<file path="config.mk">
export PLATFORM = sky130hd
export DESIGN_NAME = sdram_arbiter_flat
export DESIGN_NICKNAME = d
export VERILOG_FILES = /design/src/rtl/sdram_arb_pkg.sv /design/src/rtl/sdram_arb_if.sv /design/src/rtl/sdram_arb_tag_fifo.sv /design/src/rtl/sdram_arbiter.sv /design/src/flat_wrapper.sv
export SDC_FILE = /design/constraint.sdc
export NUM_CORES = 1
export LEC_CHECK = 0
export ABC_AREA = 1
export BUFFER_PORTS_ARGS = -buffer_cell sky130_fd_sc_hd__clkbuf_2
export CORE_AREA = 2 2 112 114
export DETAILED_ROUTE_END_ITERATION = 16
export DIE_AREA = 0 0 114 116
export PLACE_DENSITY_LB_ADDON = 0.25
export SLEW_MARGIN = 20
export SYNTH_ARGS = -nofsm -noshare
export SYNTH_HDL_FRONTEND = slang
export SYNTH_SLANG_ARGS = --single-unit
</file>
<file path="constraint.sdc">
create_clock -name clk -period 3.87 [get_ports clk]
set_clock_uncertainty 0.1 [all_clocks]
set_input_delay 0.387 -clock clk [delete_from_list [all_inputs] [get_ports clk]]
set_output_delay 0.387 -clock clk [all_outputs]
set_load 0.005 [all_outputs]
</file>
<file path="src/rtl/sdram_arb_pkg.sv">
// Shared widths, master-ID type, arbiter state codes and the tie-break rule for the SDRAM arbiter.
package sdram_arb_pkg;
  localparam int ADDR_W = 22;
  localparam int DATA_W = 32;
  localparam int BE_W   = 4;

  typedef logic mid_t;
  localparam mid_t MID_M0 = 1'b0;
  localparam mid_t MID_M1 = 1'b1;

  typedef logic [1:0] state_t;
  localparam state_t ST_IDLE = 2'd0;
  localparam state_t ST_G0   = 2'd1;
  localparam state_t ST_G1   = 2'd2;

  // On a tie the master that was not granted last wins.
  function automatic state_t pick(input logic r0, input logic r1, input mid_t lg);
    if (r0 && r1) return (lg == MID_M0) ? ST_G1 : ST_G0;
    if (r0) return ST_G0;
    if (r1) return ST_G1;
    return ST_IDLE;
  endfunction
endpackage

</file>
<file path="src/rtl/sdram_arb_if.sv">
// Avalon-style word port: command from the requester side, read data/valid and waitrequest back.
interface sdram_arb_if;
  import sdram_arb_pkg::*;

  logic [ADDR_W-1:0] address;
  logic [BE_W-1:0]   byteenable_n;
  logic              chipselect;
  logic [DATA_W-1:0] writedata;
  logic              read_n;
  logic              write_n;
  logic [DATA_W-1:0] readdata;
  logic              readdatavalid;
  logic              waitrequest;

  modport master (
    output address, byteenable_n, chipselect, writedata, read_n, write_n,
    input  readdata, readdatavalid, waitrequest
  );

  modport slave (
    input  address, byteenable_n, chipselect, writedata, read_n, write_n,
    output readdata, readdatavalid, waitrequest
  );
endinterface

</file>
<file path="src/rtl/sdram_arb_tag_fifo.sv">
// Generic ring FIFO holding the IDs of reads still awaiting data; head is combinational (no read latency).
// Push is ignored when full and pop when empty; the caller is expected to stall rather than overflow.
module sdram_arb_tag_fifo #(
  parameter int DEPTH = 8,
  parameter int W     = 1
) (
  input  logic         clk,
  input  logic         reset_n,
  input  logic         push,
  input  logic         pop,
  input  logic [W-1:0] push_dat,
  output logic [W-1:0] head,
  output logic         full,
  output logic         empty
);
  localparam int AW = $clog2(DEPTH);
  localparam logic [AW:0] FULL_CNT = (AW+1)'(DEPTH);

  logic [W-1:0]  mem [DEPTH];
  logic [AW-1:0] wr_ptr;
  logic [AW-1:0] rd_ptr;
  logic [AW:0]   count;
  logic          do_push;
  logic          do_pop;

  assign full    = (count == FULL_CNT);
  assign empty   = (count == '0);
  assign do_push = push & ~full;
  assign do_pop  = pop & ~empty;
  assign head    = mem[rd_ptr];

  always_ff @(posedge clk) begin
    if (do_push) mem[wr_ptr] <= push_dat;
  end

  // DEPTH is a power of two, so the pointers wrap on their own.
  always_ff @(posedge clk or negedge reset_n) begin
    if (!reset_n) begin
      wr_ptr <= '0;
      rd_ptr <= '0;
      count  <= '0;
    end else begin
      if (do_push) wr_ptr <= wr_ptr + AW'(1);
      if (do_pop)  rd_ptr <= rd_ptr + AW'(1);
      if (do_push && !do_pop)      count <= count + (AW+1)'(1);
      else if (do_pop && !do_push) count <= count - (AW+1)'(1);
    end
  end
endmodule

</file>
<file path="src/rtl/sdram_arbiter.sv">
// Two-master arbiter onto one SDRAM controller port; read returns are routed back via an ID FIFO.
// Grant is registered (command appears one cycle after the request in IDLE); stalls follow s waitrequest and a full tag FIFO.
module sdram_arbiter
  import sdram_arb_pkg::*;
#(
  parameter int TAG_DEPTH = 8
) (
  input  logic        clk,
  input  logic        reset_n,
  sdram_arb_if.slave  m0,
  sdram_arb_if.slave  m1,
  sdram_arb_if.master s,
  output logic        err_orphan
);
  state_t state;
  state_t state_nxt;
  mid_t   last_grant;
  mid_t   last_grant_nxt;
  mid_t   gnt_id;
  mid_t   tag_head;
  logic   req0, req1, granted;
  logic   g_cs, g_rd_n, g_wr_n, g_wr, g_rd, g_req;
  logic   blocked, active, accept;
  logic   tag_full, tag_empty, ret_ok;

  assign req0    = m0.chipselect & (~m0.read_n | ~m0.write_n);
  assign req1    = m1.chipselect & (~m1.read_n | ~m1.write_n);
  assign granted = (state == ST_G0) | (state == ST_G1);
  assign gnt_id  = (state == ST_G1) ? MID_M1 : MID_M0;

  assign g_cs   = gnt_id ? m1.chipselect : m0.chipselect;
  assign g_rd_n = gnt_id ? m1.read_n     : m0.read_n;
  assign g_wr_n = gnt_id ? m1.write_n    : m0.write_n;
  // Both strobes low is treated as a write.
  assign g_wr   = g_cs & ~g_wr_n;
  assign g_rd   = g_cs & g_wr_n & ~g_rd_n;
  assign g_req  = g_wr | g_rd;

  // Full is judged on the registered count, so a pop in the same cycle does not release the stall.
  assign blocked = granted & g_rd & tag_full;
  assign active  = granted & g_req & ~blocked;
  assign accept  = active & ~s.waitrequest;

  assign s.chipselect   = active;
  assign s.read_n       = ~(active & g_rd);
  assign s.write_n      = ~(active & g_wr);
  assign s.address      = gnt_id ? m1.address      : m0.address;
  assign s.byteenable_n = gnt_id ? m1.byteenable_n : m0.byteenable_n;
  assign s.writedata    = gnt_id ? m1.writedata    : m0.writedata;

  assign m0.waitrequest   = (state == ST_G0) ? (blocked | s.waitrequest) : 1'b1;
  assign m1.waitrequest   = (state == ST_G1) ? (blocked | s.waitrequest) : 1'b1;
  assign m0.readdata      = s.readdata;
  assign m1.readdata      = s.readdata;
  assign ret_ok           = s.readdatavalid & ~tag_empty;
  assign m0.readdatavalid = ret_ok & (tag_head == MID_M0);
  assign m1.readdatavalid = ret_ok & (tag_head == MID_M1);

  always_comb begin
    state_nxt      = state;
    last_grant_nxt = last_grant;
    if (!granted) begin
      state_nxt = pick(req0, req1, last_grant);
    end else if (accept) begin
      last_grant_nxt = gnt_id;
      state_nxt      = pick(req0, req1, gnt_id);
    end else if (!g_req) begin
      state_nxt = ST_IDLE;
    end
  end

  always_ff @(posedge clk or negedge reset_n) begin
    if (!reset_n) begin
      state      <= ST_IDLE;
      last_grant <= MID_M1;
      err_orphan <= 1'b0;
    end else begin
      state      <= state_nxt;
      last_grant <= last_grant_nxt;
      if (s.readdatavalid && tag_empty) err_orphan <= 1'b1;
    end
  end

  sdram_arb_tag_fifo #(
    .DEPTH (TAG_DEPTH),
    .W     (1)
  ) u_tags (
    .clk      (clk),
    .reset_n  (reset_n),
    .push     (accept & g_rd),
    .pop      (ret_ok),
    .push_dat (gnt_id),
    .head     (tag_head),
    .full     (tag_full),
    .empty    (tag_empty)
  );
endmodule

</file>
<file path="src/flat_wrapper.sv">
// flat-port wrapper written by rule: the top's interface ports become plain ports
module sdram_arbiter_flat import sdram_arb_pkg::*;
#(
  parameter int TAG_DEPTH = 8
)
  (clk, reset_n, err_orphan, m0_address, m0_byteenable_n, m0_chipselect, m0_writedata, m0_read_n, m0_write_n, m0_readdata, m0_readdatavalid, m0_waitrequest, m1_address, m1_byteenable_n, m1_chipselect, m1_writedata, m1_read_n, m1_write_n, m1_readdata, m1_readdatavalid, m1_waitrequest, s_address, s_byteenable_n, s_chipselect, s_writedata, s_read_n, s_write_n, s_readdata, s_readdatavalid, s_waitrequest);
  sdram_arb_if m0_i ();
  sdram_arb_if m1_i ();
  sdram_arb_if s_i ();
  input  logic clk;
  input  logic reset_n;
  output logic err_orphan;
  input wire logic [$bits(m0_i.address)-1:0] m0_address;
  input wire logic [$bits(m0_i.byteenable_n)-1:0] m0_byteenable_n;
  input wire logic [$bits(m0_i.chipselect)-1:0] m0_chipselect;
  input wire logic [$bits(m0_i.writedata)-1:0] m0_writedata;
  input wire logic [$bits(m0_i.read_n)-1:0] m0_read_n;
  input wire logic [$bits(m0_i.write_n)-1:0] m0_write_n;
  output wire logic [$bits(m0_i.readdata)-1:0] m0_readdata;
  output wire logic [$bits(m0_i.readdatavalid)-1:0] m0_readdatavalid;
  output wire logic [$bits(m0_i.waitrequest)-1:0] m0_waitrequest;
  input wire logic [$bits(m1_i.address)-1:0] m1_address;
  input wire logic [$bits(m1_i.byteenable_n)-1:0] m1_byteenable_n;
  input wire logic [$bits(m1_i.chipselect)-1:0] m1_chipselect;
  input wire logic [$bits(m1_i.writedata)-1:0] m1_writedata;
  input wire logic [$bits(m1_i.read_n)-1:0] m1_read_n;
  input wire logic [$bits(m1_i.write_n)-1:0] m1_write_n;
  output wire logic [$bits(m1_i.readdata)-1:0] m1_readdata;
  output wire logic [$bits(m1_i.readdatavalid)-1:0] m1_readdatavalid;
  output wire logic [$bits(m1_i.waitrequest)-1:0] m1_waitrequest;
  output wire logic [$bits(s_i.address)-1:0] s_address;
  output wire logic [$bits(s_i.byteenable_n)-1:0] s_byteenable_n;
  output wire logic [$bits(s_i.chipselect)-1:0] s_chipselect;
  output wire logic [$bits(s_i.writedata)-1:0] s_writedata;
  output wire logic [$bits(s_i.read_n)-1:0] s_read_n;
  output wire logic [$bits(s_i.write_n)-1:0] s_write_n;
  input wire logic [$bits(s_i.readdata)-1:0] s_readdata;
  input wire logic [$bits(s_i.readdatavalid)-1:0] s_readdatavalid;
  input wire logic [$bits(s_i.waitrequest)-1:0] s_waitrequest;
  assign m0_i.address = m0_address;
  assign m0_i.byteenable_n = m0_byteenable_n;
  assign m0_i.chipselect = m0_chipselect;
  assign m0_i.writedata = m0_writedata;
  assign m0_i.read_n = m0_read_n;
  assign m0_i.write_n = m0_write_n;
  assign m0_readdata = m0_i.readdata;
  assign m0_readdatavalid = m0_i.readdatavalid;
  assign m0_waitrequest = m0_i.waitrequest;
  assign m1_i.address = m1_address;
  assign m1_i.byteenable_n = m1_byteenable_n;
  assign m1_i.chipselect = m1_chipselect;
  assign m1_i.writedata = m1_writedata;
  assign m1_i.read_n = m1_read_n;
  assign m1_i.write_n = m1_write_n;
  assign m1_readdata = m1_i.readdata;
  assign m1_readdatavalid = m1_i.readdatavalid;
  assign m1_waitrequest = m1_i.waitrequest;
  assign s_address = s_i.address;
  assign s_byteenable_n = s_i.byteenable_n;
  assign s_chipselect = s_i.chipselect;
  assign s_writedata = s_i.writedata;
  assign s_read_n = s_i.read_n;
  assign s_write_n = s_i.write_n;
  assign s_i.readdata = s_readdata;
  assign s_i.readdatavalid = s_readdatavalid;
  assign s_i.waitrequest = s_waitrequest;
  sdram_arbiter #(.TAG_DEPTH(TAG_DEPTH)) u_core (.clk(clk), .reset_n(reset_n), .m0(m0_i), .m1(m1_i), .s(s_i), .err_orphan(err_orphan));
endmodule
</file>
### Yosys cells after proc, flatten, opt, wreduce, memory -nomap -nowiden

Memories as Yosys holds them, arrays and structs flattened.
Cells that the tools add are included.

* register bits: 14
* bits in writable memories: 8
* input port bits: 158
* output and inout bits: 130
* word-level logic and storage cells: 108
* memories kept: 1

Memories
* u_core.u_tags.mem: depth 8, width 1, rd ports 1, clocked after Yosys merged registers in 0, write ports 1, line sdram_arb_tag_fifo.sv:19 `logic [W-1:0] mem [DEPTH];`

* add/sub/neg operators: 4
* equal/unequal tests: 4
* muxes and demuxes: 48
* bitwise operators: 36
* reduce and logical (&&, ||, !) cells: 9

Operators with widths (count)
* 2-to-1 mux 2 bit: 17
* 2-to-1 mux 32 bit: 1
* 2-to-1 mux 1 bit: 26
* 2-to-1 mux 22 bit: 1
* bitwise AND 1 bit: 18
* inverter 1 bit: 13
* 2-to-1 mux 4 bit: 3
* adder 3 x 1 -> 3 bit, second input constant: 2
* bitwise OR 1 bit: 5
* adder 4 x 1 -> 4 bit, second input constant: 1
* equality test 4 bit, second input constant: 1
* logical AND 1 bit: 4
* zero test 4 bit: 1
* subtractor 4 x 1 -> 4 bit, second input constant: 1
* != test 3 bit, second input constant: 1
* equality test 2 x 1 -> 1 bit, second input constant: 1
* equality test 2 bit, second input constant: 1
* zero test 1 bit: 2
* AND reduction 2 bit: 1
* nonzero test 2 bit: 1

### Logic depth before layout (Yosys ltp)

* word-level depth: 24
* depth in mapped cells: 17
* mapped depth without buffers: 17

### By module

A second synthesis with hierarchy kept.

* cell total of the unflattened synthesis: 437
* area, all modules: 2647.5 um^2

By module, submodules not included
* sdram_arbiter: times used 1, cells each 322, area each 1654.1 um^2, seq. area each 101.3 um^2
* sdram_arb_tag_fifo: times used 1, cells each 115, area each 993.5 um^2, seq. area each 490.5 um^2

### Worst setup path before layout

No wires, ideal clock.

* path type: reg2reg
* start: register u_core.state[0]
* end: register u_core.u_tags.count[3]
* setup time: 131 ps
* arrival time: 2508 ps
* required time: 3639 ps
* setup slack: 1132 ps
* cell stages (with the launch flop): 18
* path buffers: 1
* clock period less this slack: 2738 ps
* cells stage by stage: dfrtp_1 > inv_1 > ha_1 > buf_4 > nand2_2 > nand2_2 > nand2_2 > nor2_4 > o211ai_4 > nor2_8 > ha_1 > inv_1 > ha_1 > a21oi_1 > nand2_1 > a21oi_1 > o21ai_0 > xor2_1

* word-level cells in the longest chain between the ends: 15
* elaborated cells on any way between the ends: 26
* classes of those cells: 2 x eq/ne; 5 x mux; 15 x bitwise; 4 x reduce/logical

Ends and longest elaborated chain
* start, declared: line sdram_arbiter.sv:15 `state_t state;`
* start signal, assigned: line sdram_arbiter.sv:78 `state <= state_nxt;`
* equality test 2 bit (*): line sdram_arbiter.sv:29 `assign gnt_id = (state == ST_G1) ? MID_M1 : MID_M0;`
* 2-to-1 mux 1 bit (*): line sdram_arbiter.sv:29
* via u_core.gnt_id: line sdram_arbiter.sv:19 `mid_t gnt_id;`
* 2-to-1 mux 1 bit (on tied branches): line sdram_arbiter.sv:31, sdram_arbiter.sv:32, sdram_arbiter.sv:33
* bitwise AND 1 bit or inverter 1 bit (tied branches): line sdram_arbiter.sv:36 `assign g_rd = g_cs & g_wr_n & ~g_rd_n;`
* bitwise AND 1 bit: line sdram_arbiter.sv:36
* bitwise AND 1 bit (2 in series): line sdram_arbiter.sv:40 `assign blocked = granted & g_rd & tag_full;`
* inverter 1 bit: line sdram_arbiter.sv:41 `assign active = granted & g_req & ~blocked;`
* bitwise AND 1 bit: line sdram_arbiter.sv:41
* bitwise AND 1 bit: line sdram_arbiter.sv:42 `assign accept = active & ~s.waitrequest;`
* bitwise AND 1 bit (*): line sdram_arbiter.sv:90 `.push (accept & g_rd),`
* bitwise AND 1 bit (*): line sdram_arb_tag_fifo.sv:28 `assign do_push = push & ~full;`
* via u_core.u_tags.do_push: line sdram_arb_tag_fifo.sv:23 `logic do_push;`
* zero test 1 bit: line sdram_arb_tag_fifo.sv:46 `else if (do_pop && !do_push) count <= count - (AW+1)'(1);`
* logical AND 1 bit: line sdram_arb_tag_fifo.sv:46
* nonzero test 2 bit (no line)
* end signal, assigned: line sdram_arb_tag_fifo.sv:45 `if (do_push && !do_pop) count <= count + (AW+1)'(1);`
* end signal, assigned: line sdram_arb_tag_fifo.sv:46
* end, declared: line sdram_arb_tag_fifo.sv:22 `logic [AW:0] count;`

Mark *: on every way through the listed nets, which the timed path passes. The rest lies on a longest branch.
A chain may end at the register's enable or synchronous reset.

### Final worst setup path

Ends and elaborated chain as after synthesis.

==> impl_results.md <==
- Final hold vios: 0
- Unique masters post-synth: 26
- Critical path buffers and inverters: 3
- CTS Buf Count: 3
- Dpl cell area: 3193 µm²
- Root buf cell: clkbuf_16
- Vias in the first global route: 2,472
- Via count: 2,858
- Layout Cells excl Fill: 688
- Die width: 114 µm
- Max Slew Vio Count: 0
- Status: finished, final reports clean
- Design area: 3282 µm²
- GRT Overall Usage: 13.55%
- Syn-to-layout area delta: 27.76%
- Antenna violations before repair: 0
- Fmax: 345.7 MHz
- Post-synth top area share: 32.44%
- Layout cell share with drive strength beyond 1: 39.19%
- Yosys warning count: 0
- Nets: 709
- Gp weighted congestion: 0.8199
- Total grt overflow: 0
- Tcrit/Tclk final: 74.74%
- Synth top area cells: nand2_1 32%, buf_4 19%, dfrtp_1 13%, edfxtp_1 9.4%, ha_1 3.9%
- Row count: 40
- Ports: 288
- Hold Path Class: input pin to flip-flop
- Dpl cells: 683
- Highest Signal Layer: met4
- Setup crit start kind: flip-flop
- Leading area contributor after synthesis: nand2_1
- Top Family by Delay on Critical Path: adder cells
- # port buffers: 191
- CTS Buffer Depth: 2
- CP max FO: 18
- Antenna diode count: 0
- Setup bufs post-CTS: 0
- CP most frequent cell: nand2_1
- CTS H-Tree Depth: 1
- Mapped Avg Cell Area: 6.116 µm²
- FF+latch count, synth: 22
- FFs w/ async S/R, synth: 63.64%
- Post-synthesis cell count: 420
- Rel. slew slack: 60.73%
- Sequential fraction of the synthesis area: 23.04%
- DRC: 0
- Via density: 4.154
- Met2 wire len: 4475 µm
- Critical path, cell by cell: inv_1 > ha_2 > inv_2 > nand2_1 > nand2_1 > nor2_4 > o211ai_4 > nor2_8 > ha_1 > inv_1 > ha_1 > a21oi_1 > nand2_1 > a21oi_1 > o21ai_0 > xor2_1
- Initial drt markers: 150
- Routed Antenna Nets: 0
- Fin crit period: 2893 ps
- Worst skew pair latency: 250 ps
- CP Data Arrival Time: 2920 ps
- DR WL/cell: 14.11 µm
- Top post-synthesis cells by count: 222 x nand2_1, 65 x buf_4, 24 x inv_1
- Pleak: 2.033 nW
- DR WL met3: 907 µm
- DRT Wirelength: 9708 µm
- CTS tree: yes
- Detailed placement HPWL: 8614 µm
- First-pass detailed-route iteration total: 4
- Mapped cell area: 2569 µm²
- Kind of critical path: flip-flop to flip-flop
- First-pass GRT wire length: 13,880 µm
- CP max-delay cell: ha_2
- CP required: 3900 ps
- CTS Sinks: 22
- Die area: 13,220 µm²
- Clock transition at the registers of the reported paths: 60 ps
- Main flop type after synthesis: dfrtp_1
- Max Cap Viol: 0
- Hold_ws: 333.4 ps
- Final Setup Violations: 0
- Synth Net Count: 587
- Worst setup EP type: flip-flop
- RSZ-0062 raised after global routing: no
- Largest net degree at the start of global routing: 62
- Setup TNS: 0 ps
- Die Ht: 116 µm
- Worst VDD drop: 179.0 µV
- Crit path largest cell delay: 400 ps
- Slew of the pin with the lowest slew margin: 589.1 ps
- DRT met1 WL: 4316 µm
- Most common cell in the netlist: nand2_1
- Pwr per Cell Area: 556.6 nW/µm²
- Post-CTS resize count: 0
- Number of synthesized flops with an enable pin: 8
- Core Box Area: 11,910 µm²
- Initial Util: 21.57%
==> final cells by class <==
cell class	instances	area, µm²
clock buffers	4	78.83
fillers	1395	8630
flip-flops and latches	22	591.8
well taps	147	183.9
inverters	26	97.59
repair buffers	194	980.9
multi-input cells	295	1349
==> registers in the layout, indices dropped and copies added, names as in the netlist <==
register	count
u_core.u_tags.mem	8
u_core.u_tags.count	4
u_core.u_tags.rd_ptr	3
u_core.u_tags.wr_ptr	3
u_core.state	2
u_core.err_orphan	1
u_core.last_grant	1
==> cells by family after synthesis <==
logic type | count (synthesis) | synth area share (%)
AND/OR/NAND/NOR | 258 | 39.75
multiplexers | 2 | 0.8767
flip-flops | 22 | 23.04
buffers and inverters | 103 | 24.55
adder cells (fa/ha/maj) | 9 | 4.676
XOR/XNOR | 6 | 2.046
AO/OA/AOI/OAI | 20 | 5.066
==> final timing paths <==
check                                       start                      end  slack, ps  cells past startpoint
max in group asynchronous                 reset_n        u_core.last_grant       2870                      2
worst max-delay path              u_core.state[0]   u_core.u_tags.count[3]        980                     16
min in group asynchronous                 reset_n  u_core.u_tags.rd_ptr[2]        490                      2
worst max register to register    u_core.state[0]   u_core.u_tags.count[3]        980                     16
worst min-delay path              s_readdatavalid        u_core.err_orphan        330                      2
worst min register to register  u_core.last_grant        u_core.last_grant        390                      2
==> power breakdown <==
group          switching [mW]  internal, mW
clock                  0.0777         0.140
combinational           0.739         0.471
sequential             0.0750         0.324
==> metrics by stage <==
step / power (mW) / worst slack [ps] / utilization [%]
floorplan: 1.155 / 1132 / -
global placement: 1.619 / 1016 / 26.81
detailed placement: 1.635 / 951.7 / 26.81
CTS: 1.862 / 935.4 / 27.55
global route: 2.035 / 678.8 / 27.55
finish: 1.827 / 977.4 / 27.55
==> routing by layer <==
layer  up-vias  global-route usage (%)
li1       1455                       -
met1      1263                   19.81
met2       138                   20.63
met3         2                   4.393
met4         0                  0.3252
met5         -                       0
==> worst register-to-register path: cells and delay by family, from the launching register on <==
kind	cells	cell delay [ps]
AOI/OAI and AO/OA	4	470
xor gates and xnor gates	1	150
adders and majority gates	3	890
buffers and inverters	3	260
DFF	1	390
and+or+nand+nor	5	510
==> repair_timing <==
action	4_1_cts	5_1_grt
hold endpoints to repair	13	0
hold buffers	1	0
setup endpoints to repair	0	0
==> cell usage in the layout (no fill, tap or decap), drive strengths merged <==
cell type / synthesis / routed
nand2: 227 / 227
clkbuf: 12 / 195
inv: 26 / 26
nor2: 22 / 22
dfrtp: 13 / 13
o21ai: 10 / 10
edfxtp: 8 / 8
ha: 8 / 8
nand3: 7 / 7
a21oi: 6 / 6
xor2: 4 / 4
xnor2: 2 / 2
a21boi: 2 / 2
nand4: 2 / 2
mux2: 2 / 2
buf: 65 / 2
o211ai: 1 / 1
a41o: 1 / 1
fa: 1 / 1
dlygate4sd3: 0 / 1
dfstp: 1 / 1
Note: power is estimated with default switching activity, not from simulation.
